[src/rtl/video_capture_pkg.sv]
// video_capture_pkg: shared constants and types for the video capture block
// Holds register offsets, CTRL/STATUS bit positions, the FSM state encoding,
// the CRC-16-CCITT constants and a per-byte CRC helper.
package video_capture_pkg;

    typedef enum logic [1:0] {
        IDLE    = 2'd0,
        WAIT_VS = 2'd1,
        CAPTURE = 2'd2
    } state_t;

    localparam logic [1:0] REG_CTRL   = 2'd0;
    localparam logic [1:0] REG_STATUS = 2'd1;
    localparam logic [1:0] REG_FCNT   = 2'd2;
    localparam logic [1:0] REG_CRC    = 2'd3;

    localparam int CTRL_ARM  = 0;
    localparam int CTRL_CONT = 1;
    localparam int CTRL_CLR  = 2;

    localparam int ST_BUSY     = 0;
    localparam int ST_DONE     = 1;
    localparam int ST_ERR_LINE = 2;
    localparam int ST_ERR_OVR  = 3;

    localparam logic [15:0] CRC_POLY = 16'h1021;
    localparam logic [15:0] CRC_INIT = 16'hFFFF;

    // MSB-first CRC-16-CCITT update over one byte
    function automatic logic [15:0] crc16_byte(input logic [15:0] crc, input logic [7:0] b);
        logic [15:0] c;
        c = crc ^ {b, 8'h00};
        for (int i = 0; i < 8; i++)
            c = c[15] ? ({c[14:0], 1'b0} ^ CRC_POLY) : {c[14:0], 1'b0};
        return c;
    endfunction

endpackage

[src/rtl/video_capture_crc.sv]
// video_capture_crc: one-pixel-per-cycle CRC-16-CCITT accumulator
// Ports:
//   clk, rst_n : clock, asynchronous active-low reset (register resets to 0)
//   clr        : load CRC_INIT (start of a frame)
//   en         : fold data into the CRC, low byte first
//   data       : pixel value
//   crc        : current CRC value
module video_capture_crc
    import video_capture_pkg::*;
#(
    parameter int PIX_W = 8
) (
    input  logic             clk,
    input  logic             rst_n,
    input  logic             clr,
    input  logic             en,
    input  logic [PIX_W-1:0] data,
    output logic [15:0]      crc
);

    localparam int NB = (PIX_W + 7) / 8;

    logic [NB*8-1:0] padded;
    logic [15:0]     crc_nxt;

    always_comb begin
        padded = '0;
        padded[PIX_W-1:0] = data;
        crc_nxt = crc;
        for (int i = 0; i < NB; i++)
            crc_nxt = crc16_byte(crc_nxt, padded[i*8 +: 8]);
    end

    always_ff @(posedge clk or negedge rst_n) begin
        if (!rst_n)
            crc <= '0;
        else if (clr)
            crc <= CRC_INIT;
        else if (en)
            crc <= crc_nxt;
    end

endmodule

[src/rtl/video_capture.sv]
// video_capture: writes an incoming DE/HSYNC/VSYNC pixel stream into VRAM
// Ports:
//   clk, rst_n            : clock, asynchronous active-low reset
//   vid_de/hsync/vsync    : video timing (hsync is not used for addressing)
//   vid_data              : pixel, valid with vid_de
//   vram_we/addr/wdata    : VRAM write port, two cycles after the pixel input
//   sel, addr, we, qin    : local bus register access (addr[3:2] decoded)
//   qout                  : registered read data
// Optional feature: define VIDEO_CAPTURE_CRC_EN to add a per-frame CRC in register 3.
module video_capture
    import video_capture_pkg::*;
#(
    parameter int H_ACTIVE = 1280,
    parameter int V_ACTIVE = 720,
    parameter int PIX_W    = 8,
    parameter int VADDR_W  = 20,
    parameter int XLEN     = 32
) (
    input  logic               clk,
    input  logic               rst_n,
    input  logic               vid_de,
    input  logic               vid_hsync,
    input  logic               vid_vsync,
    input  logic [PIX_W-1:0]   vid_data,
    output logic               vram_we,
    output logic [VADDR_W-1:0] vram_addr,
    output logic [PIX_W-1:0]   vram_wdata,
    input  logic               sel,
    input  logic [XLEN-1:0]    addr,
    input  logic [2:0]         we,
    input  logic [XLEN-1:0]    qin,
    output logic [XLEN-1:0]    qout
);

    // x and y get one spare bit so overlong lines/frames stay distinguishable
    localparam int XW = $clog2(H_ACTIVE + 1) + 1;
    localparam int YW = $clog2(V_ACTIVE + 1) + 1;
    localparam logic [XW-1:0]      H_MAX  = XW'(H_ACTIVE);
    localparam logic [YW-1:0]      V_MAX  = YW'(V_ACTIVE);
    localparam logic [VADDR_W-1:0] H_STEP = VADDR_W'(H_ACTIVE);

    state_t state, state_nxt;

    logic               de_r, vs_r, de_q, vs_q;
    logic [PIX_W-1:0]   data_r;
    logic [XW-1:0]      x;
    logic [YW-1:0]      y;
    logic [VADDR_W-1:0] addr_cnt, line_base;
    logic               cont, done, err_line, err_ovr;
    logic [15:0]        frame_cnt, crc_val;
    logic [XLEN-1:0]    rdata;
    logic               reg_wr, reg_rd, ctrl_wr, arm, clr;
    logic               de_fall, vs_fall, vs_rise, cap, ovr_px, wr_px, frame_end;
    logic               unused_ok;

    assign unused_ok = ^{vid_hsync, addr[XLEN-1:4], addr[1:0], qin[XLEN-1:3]};

    assign reg_wr  = sel && we != '0;
    assign reg_rd  = sel && we == '0;
    assign ctrl_wr = reg_wr && addr[3:2] == REG_CTRL;
    assign arm     = ctrl_wr && qin[CTRL_ARM];
    assign clr     = ctrl_wr && qin[CTRL_CLR];

    assign de_fall   = de_q && !de_r;
    assign vs_fall   = vs_q && !vs_r;
    assign vs_rise   = !vs_q && vs_r;
    assign cap       = state == CAPTURE;
    assign ovr_px    = cap && de_r && (x >= H_MAX || y >= V_MAX);
    assign wr_px     = cap && de_r && !ovr_px;
    assign frame_end = cap && vs_rise;

    always_comb begin
        state_nxt = state;
        if (state == IDLE && arm)
            state_nxt = WAIT_VS;
        else if (state == WAIT_VS && vs_fall)
            state_nxt = CAPTURE;
        else if (frame_end)
            state_nxt = cont ? WAIT_VS : IDLE;
    end

    always_ff @(posedge clk or negedge rst_n) begin
        if (!rst_n)
            state <= IDLE;
        else
            state <= state_nxt;
    end

    // input register plus a delayed copy for edge detection
    always_ff @(posedge clk or negedge rst_n) begin
        if (!rst_n) begin
            de_r   <= 1'b0;
            vs_r   <= 1'b0;
            de_q   <= 1'b0;
            vs_q   <= 1'b0;
            data_r <= '0;
        end else begin
            de_r   <= vid_de;
            vs_r   <= vid_vsync;
            de_q   <= de_r;
            vs_q   <= vs_r;
            data_r <= vid_data;
        end
    end

    // counters are held at zero outside CAPTURE, so every capture starts at 0;
    // at each line end the address realigns to the accumulated line base
    always_ff @(posedge clk or negedge rst_n) begin
        if (!rst_n) begin
            vram_we    <= 1'b0;
            vram_addr  <= '0;
            vram_wdata <= '0;
            x          <= '0;
            y          <= '0;
            addr_cnt   <= '0;
            line_base  <= '0;
        end else begin
            vram_we <= wr_px;
            if (wr_px) begin
                vram_addr  <= addr_cnt;
                vram_wdata <= data_r;
            end
            if (!cap) begin
                x         <= '0;
                y         <= '0;
                addr_cnt  <= '0;
                line_base <= '0;
            end else if (de_fall) begin
                x         <= '0;
                y         <= y + YW'(y != '1);
                line_base <= line_base + H_STEP;
                addr_cnt  <= line_base + H_STEP;
            end else if (de_r) begin
                x        <= x + XW'(x != '1);
                addr_cnt <= addr_cnt + 1'b1;
            end
        end
    end

    // status events are applied after CLR so a same-cycle event wins
    always_ff @(posedge clk or negedge rst_n) begin
        if (!rst_n) begin
            cont      <= 1'b0;
            done      <= 1'b0;
            err_line  <= 1'b0;
            err_ovr   <= 1'b0;
            frame_cnt <= '0;
        end else begin
            if (ctrl_wr)
                cont <= qin[CTRL_CONT];
            if (clr) begin
                done      <= 1'b0;
                err_line  <= 1'b0;
                err_ovr   <= 1'b0;
                frame_cnt <= '0;
            end
            if (frame_end) begin
                done      <= 1'b1;
                frame_cnt <= frame_cnt + 1'b1;
            end
            if (cap && de_fall && x != H_MAX)
                err_line <= 1'b1;
            if (ovr_px)
                err_ovr <= 1'b1;
        end
    end

`ifdef VIDEO_CAPTURE_CRC_EN
    video_capture_crc #(.PIX_W(PIX_W)) u_crc (
        .clk   (clk),
        .rst_n (rst_n),
        .clr   (state == WAIT_VS && vs_fall),
        .en    (wr_px),
        .data  (data_r),
        .crc   (crc_val)
    );
`else
    assign crc_val = '0;
`endif

    always_comb begin
        rdata = '0;
        case (addr[3:2])
            REG_CTRL:   rdata[CTRL_CONT] = cont;
            REG_STATUS: begin
                rdata[ST_BUSY]     = state != IDLE;
                rdata[ST_DONE]     = done;
                rdata[ST_ERR_LINE] = err_line;
                rdata[ST_ERR_OVR]  = err_ovr;
            end
            REG_FCNT:   rdata[15:0] = frame_cnt;
            default:    rdata[15:0] = crc_val;
        endcase
    end

    always_ff @(posedge clk or negedge rst_n) begin
        if (!rst_n)
            qout <= '0;
        else if (reg_rd)
            qout <= rdata;
    end

endmodule

[config.mk]
export PLATFORM = sky130hd
export DESIGN_NAME = video_capture
export DESIGN_NICKNAME = d
export VERILOG_FILES = /design/src/rtl/video_capture_pkg.sv /design/src/rtl/video_capture_crc.sv /design/src/rtl/video_capture.sv
export SDC_FILE = /design/constraint.sdc
export NUM_CORES = 1
export LEC_CHECK = 0
export ABC_AREA = 1
export BUFFER_PORTS_ARGS = -buffer_cell sky130_fd_sc_hd__buf_2
export CORE_MARGIN = 5
export CORE_UTILIZATION = 55
export CTS_CLUSTER_DIAMETER = 100
export CTS_CLUSTER_SIZE = 12
export DETAILED_ROUTE_END_ITERATION = 12
export GPL_TIMING_DRIVEN = 0
export PLACE_DENSITY = 0.8
export SKIP_CTS_REPAIR_TIMING = 1
export SYNTH_ARGS = -nofsm -noshare
export SYNTH_HDL_FRONTEND = slang
export SYNTH_HIERARCHICAL = 1
export SYNTH_SLANG_ARGS = --single-unit
[constraint.sdc]
create_clock -name clk -period 1.9 [get_ports clk]
set_input_delay 0.285 -clock clk [delete_from_list [all_inputs] [get_ports clk]]
set_output_delay 0.285 -clock clk [all_outputs]
set_load 0.03 [all_outputs]
==> impl_results.md, run 1 <==
* Vias in the first global route at 5539
* Top post-synthesis cells by area: dfrtp_1 50%, nand2_1 12%, inv_1 5.6%
* Post-synth top area share at 50.1%
* Dominant synthesized flop cell: dfrtp_1
* Wire per inst at 13.9 um
* Asr flop ratio synth at 100%
* Final setup TNS at 0 ns
* Leak at 4.00 nW
* Die Area at 14500 um^2
* Initial antenna violation count at 0
* Row count at 40
* TritonCTS clock tree: done
* Diodes inserted at 0
* Clock latency on the worst-skew pair at 0.42 ns
* PortBufs at 65
* Required time worst endpoint at 2.18 ns
* DRT Pass-1 Iters at 5
* Area of the multi-input gates at 2820 um^2
* Worst-margin pin slew at 0.535 ns
* Root buf cell: clkbuf_16
* Pint at 5.99 mW
* Peak VDD IR at 0.000578 V
* Min-Delay Path Class: primary input to flop
* Post-Syn Instances at 840
* Grt met3 use at 3.93%
* Psw at 3.37 mW
* GRT Max-Usage Layer: met2
* Syn-to-layout area delta at 20.3%
* Worst-path maximum fanout at 10
* Fmax achieved at 539 MHz
* Layout cells sized above 1 at 16.8%
* Critical path class: flop to flop
* Congestion Overflow GR at 0
* Worst setup SP type: flop
* Status: finished clean
* Pin count of the biggest net entering global routing at 105
* Slew Limit Fails at 0
* Initial Utilization at 56.0%
* Seq/Total Area, Yosys at 50.1%
* Final #Nets at 1049
* Largest area contributor in the netlist: dfrtp_1
* # setup viols final at 0
* Antenna Nets Post-Route at 0
* First-pass GRT wire length at 25600 um
* Synthesized cell area at 6690 um^2
* Commonest cells post-synth: 222 x nand2_1, 134 x dfrtp_1, 100 x inv_1, 80 x nor2_1, 71 x o21ai_0
* Die Height at 120 um
* Combinational Power Share at 27.5%
* H-tree levels at 4
* Placer Congestion at 0.897
* Io pins at 142
* Synthesized area per cell at 7.97 um^2
* Cts bufs inserted at 17
* Setup crit end kind: flop
* Clk slew on worst S/H paths at 0.05 ns
* Routed WL at 15500 um
* WHS at 0.0941 ns
* CTS Sinks at 134
* Switching part of the total at 36.0%
* Distinct cell type count after synthesis at 36
* Count leader, synth: nand2_1
* GR Util met1 at 29.2%
* Flops & latches, synth at 134
* Via count at 5860
* Max-cap violations at 0
* RSZ-0062 raised after global routing: yes
* Die W at 120 um
* Clock Skews at 0.00704 ns
* Total GRT Usage at 21.9%
* Register area at 3350 um^2
* Core Area at 12000 um^2
* Slew Limit Headroom at 64.0%
* HPWL after DPL at 11000 um
* Critical path arrival at 2.14 ns
* Initial DRC count at 530
* Final Critical Period at 1.85 ns
* EDFF count, synth at 0
* Synth Warn # at 6
* Final Cycle Share at 97.6%
* Final-layout fill cell count at 969
* DR DRC count at 0
* Final hold vios at 0
* Power share of the sequential group at 40.5%
* CTS max path bufs at 2
* Pwr dens at 1160 nW/um^2
* Vias per std cell at 5.26
* Grt met2 use at 35.8%
* Clk pwr share at 32.0%
## state kept, by name (all words and copies together) (netlist names)
signal      flops
x              12
addr_cnt       20
vs_q            1
vs_r            1
de_q            1
qout           16
state           2
frame_cnt      16
line_base      12
err_ovr         1
cont            1
vram_we         1
y              11
data_r          8
done            1
vram_addr      20
err_line        1
de_r            1
vram_wdata      8
## cell type report
| class | instances | area share, % |
|---|---|---|
| Buffer | 34 | 3.01 |
| Inverter | 106 | 4.94 |
| Timing Repair Buffer | 83 | 6.39 |
| Clock buffer | 20 | 5.67 |
| Clock inverter | 9 | 1.01 |
| Sequential cell | 134 | 41.7 |
| Multi-Input combinational cell | 581 | 35.0 |
| Tap cell | 147 | 2.28 |
## path summary, 6_finish.rpt
path | slack, ns | depth (start not counted) | to | startpoint
setup / recovery | 0.05 | 7 | vram_addr[8] | y[5]
hold / removal | 0.09 | 2 | cont | qin[1]
setup reg to reg | 0.05 | 7 | vram_addr[8] | y[5]
hold reg to reg | 0.42 | 0 | de_q | de_r
max in group asynchronous | 0.80 | 3 | data_r[2] | rst_n
min in group asynchronous | 0.32 | 2 | de_q | rst_n
## logic make-up after synthesis
kind of cell / synth area share (%)
AND/OR/NAND/NOR: 26.3
AO/OA/AOI/OAI: 11.1
buffers and inverters: 9.57
flip-flops: 50.1
adder cells (fa/ha/maj): 2.06
XOR/XNOR: 0.523
multiplexers: 0.318
other: 0.0560
## worst max-delay path, cell delays in order (launching register included)
cell     delay [ns]
dfrtp_1        0.40
buf_4          0.15
o21ai_0        0.45
nand3_2        0.23
buf_6          0.20
buf_6          0.14
nand2_1        0.06
o21ai_0        0.08
## per-stage QoR
| stage | instance area, um^2 | instances | utilization [%] | setup WS (ns) | total power, mW |
|---|---|---|---|---|---|
| floorplan | 6750 | 855 | - | 0.203 | 5.55 |
| global placement | 7260 | 1067 | 60.7 | -1.24 | 6.28 |
| detailed placement | 7290 | 1068 | 61.0 | -0.0116 | 6.36 |
| CTS | 7830 | 1097 | 65.5 | -0.0244 | 9.38 |
| global route | 8050 | 1114 | 67.3 | -0.0388 | 9.89 |
| finish | 8050 | 1114 | 67.3 | 0.0451 | 9.36 |
## power groups by stage
stage	Combinational [mW]	Sequential [mW]	Clock [mW]
after floorplan	1.31	4.24	0
after global placement	2.47	3.80	0
after detailed placement	2.54	3.83	0
after CTS	2.55	3.79	3.04
after global routing	2.85	3.86	3.19
final	2.57	3.79	2.99
## cells in the final DEF (no fill, tap or decap), types with 3 or more instances in the layout
master         synthesis  final
inv_2                  6      6
nand2_2                2      3
dfrtp_1              134    133
inv_1                100    100
nor2_2                 2      6
nand2_1              222    221
clkinv_2               0      4
o21ai_0               71     68
nor2_1                80     74
buf_2                  5     69
clkinvlp_4             0      3
buf_4                 19     25
conb_1                 1     16
nor2_4                 1      3
a21oi_1               41     41
dlygate4sd3_1          0     11
nor3_1                16     15
o211ai_1               5      5
nand3_2                2      4
clkbuf_1               5      6
o22ai_1                6      6
clkbuf_16              0     17
buf_6                  5      6
xor2_1                 4      4
a211oi_1               3      3
ha_1                  11     10
nand3_1               62     60
o21ai_1                9     12
nand4_1               11     11
## metal layers
layer / routed length, um / vias up
met5: 0 / -
met4: 366 / 0
met3: 660 / 30
met2: 7540 / 156
met1: 6960 / 2753
li1: - / 2921
(Power assumes the default switching activity.)
==> run 2, diff against run 1 <==
- RECOVER_POWER: not set -> 50
==> run 2 against run 1 <==
Global-route usage unchanged; design area down 0.22%; setup slack gained 0.016 ns; final cell count unchanged; critical path depth unchanged; clock skew about the same; via count about the same; non-clock buffer count stayed put; fmax rose by 0.86%; hold slack barely moved; core utilization decreased by 0.15 points; largest cell class unchanged.
==> impl_results.md, run 2 (synthesis gave the netlist of run 1 again) <==
* Status: finished clean
* Setup crit end kind: flop
* Slew Limit Fails at 0 (unchanged)
* Cts bufs inserted at 17 (unchanged)
* HPWL after DPL at 11000 um (unchanged)
* Layout cells sized above 1 at 16.4% (-0.31 points)
* Die Area at 14500 um^2 (unchanged)
* Pwr Total at 9.35 mW (about the same)
* Min-Delay Path Class: primary input to flop
* Congestion Overflow GR at 0 (unchanged)
* CTS max path bufs at 2 (unchanged)
* Grt met3 use at 3.93% (unchanged)
* Leak at 3.98 nW (-0.40%)
* R2R depth at 7 (unchanged)
* GR Util met1 at 29.2% (unchanged)
* Fmax achieved at 544 MHz (+0.86%)
* Max-cap violations at 0 (unchanged)
* Hold path cells at 2 (unchanged)
* Initial antenna violation count at 0 (unchanged)
* Initial Utilization at 56.0% (unchanged)
* Die W at 120 um (unchanged)
* Commonest non-fill, non-tap cell in the layout: nand2_1
* Wire per inst at 13.9 um (-0.19%)
* Core Area at 12000 um^2 (unchanged)
* # setup viols final at 0 (unchanged)
* Capturing point of the worst reg2reg path: vram_addr[8]
* R2r setup slk at 0.06 ns (+0.02 ns)
* Pwr dens at 1160 nW/um^2 (+0.12%)
* GRT Max-Usage Layer: met2
* Io pins at 142 (unchanged)
* Worst-path maximum fanout at 10 (unchanged)
* Final #Nets at 1049 (unchanged)
* Required time worst endpoint at 2.18 ns (about the same)
* Critical path class: flop to flop
* Syn-to-layout area delta at 20.0%
* Vias per std cell at 5.26 (about the same)
* H-tree levels at 4 (unchanged)
* PortBufs at 65 (unchanged)
* Peak VDD IR at 0.000578 V (about the same)
* Grt met2 use at 35.8% (unchanged)
* Vias in the first global route at 5539 (unchanged)
* Placed insts at 1068 (unchanged)
* Worst-margin pin slew at 0.798 ns (+0.263 ns)
* Fin cells at 1114 (unchanged)
* Pin count of the biggest net entering global routing at 105 (unchanged)
* TritonCTS clock tree: done
* Clk slew on worst S/H paths at 0.05 ns (about the same)
* Hold Path End: cont
* Clock latency on the worst-skew pair at 0.42 ns (about the same)
* Top flop regs: addr_cnt: 20 flops, vram_addr: 20 flops
* Row count at 40 (unchanged)
* Routed WL at 15500 um (-0.19%)
* First-pass GRT wire length at 25600 um (unchanged)
* Die Height at 120 um (unchanged)
* Crit Reg-Reg Startpoint: y[5]
* Final Cycle Share at 96.8% (-0.83 points)
* Worst setup SP type: flop
* Diodes inserted at 0 (unchanged)
* Hold path startpoint: qin[1]
* Commonest non-fill, non-tap cells in the layout: 221 x nand2_1, 133 x dfrtp_1, 100 x inv_1
* Worst Setup SP: y[5]
* CTS Sinks at 134 (unchanged)
* Via count at 5865 (+0.085%)
* Antenna Nets Post-Route at 0 (unchanged)
* Critical path arrival at 2.12 ns (-0.02 ns)
* Final Critical Period at 1.84 ns (-0.0158 ns)
* Final-layout fill cell count at 972 (+0.31%)
* Slew Limit Headroom at 46.8% (-17 points)
* Clock Skews at 0.00712 ns (+0.0000825 ns)
* Root buf cell: clkbuf_16
* Initial DRC count at 534 (+0.75%)
* RSZ-0062 raised after global routing: yes
* Final hold vios at 0 (unchanged)
* DRT Pass-1 Iters at 5 (unchanged)
* DR DRC count at 0 (unchanged)
* Placer Congestion at 0.897 (unchanged)
* Total GRT Usage at 21.9% (unchanged)
[run 2: cell types whose count changed in the layout (fill, tap and decap cells not counted)]
cell	before	now
clkbuf_1	6	9
buf_12	0	1
buf_6	6	5
buf_16	1	0
buf_2	69	66
clkbuf_2	0	1
[run 2: worst max-delay path, stage by stage (launching register included)]
cell and delay (ns):
dfrtp_1 0.40, buf_4 0.15, o21ai_0 0.44, nand3_2 0.23, buf_6 0.20, buf_6 0.14, nand2_1 0.06, o21ai_0 0.08
[run 2: metrics by stage]
stage | hold WS (ns) | utilization [%] | instance area, um^2 | worst slack (ns) | TNS [ns]
5_1_grt | 0.0888 | 67.2 | 8040 | -0.0388 | -0.0639
6_report | 0.0940 | 67.2 | 8040 | 0.0609 | 0
2_1_floorplan | -0.0106 | - | 6750 | 0.203 | 0
3_5_place_dp | 0.185 | 61.0 | 7290 | -0.0116 | -0.0116
4_1_cts | -0.260 | 65.5 | 7830 | -0.0244 | -0.0244
3_3_place_gp | 0.392 | 60.7 | 7260 | -1.24 | -164.62
[run 2: worst max-delay path by stage]
stage	end	slack (ns)	cells after the start
6_report	vram_addr[8]	0.06	7
5_1_grt	x[11]	-0.04	11
4_1_cts	x[11]	-0.02	11
3_5_place_dp	x[11]	-0.01	10
3_3_place_gp	data_r[5]	-1.24	1
2_1_floorplan	x[11]	0.20	11
[run 2: cell type report]
cell class	count	area [um^2]	area share (%)
Inverter	106	398	4.95
Multi-Input combinational cell	581	2820	35.1
Clock buffer	20	457	5.68
Tap cell	147	184	2.29
Clock inverter	9	81.3	1.01
Timing Repair Buffer	83	498	6.20
Sequential cell	134	3350	41.7
Buffer	34	241	3.01
[run 2: where the power goes]
part           internal [mW]  leakage (nW)  switching [mW]
Clock                   1.83         0.259            1.16
Combinational          0.770          1.93            1.80
Sequential              3.38          1.79           0.414
Total                   5.98          3.98            3.37
[run 2: routing by layer]
metal	part of all wire, %	vias to the layer above
met4	2.4	0
met5	0	-
met3	4.6	32
li1	-	2921
met1	44	2741
met2	49	171
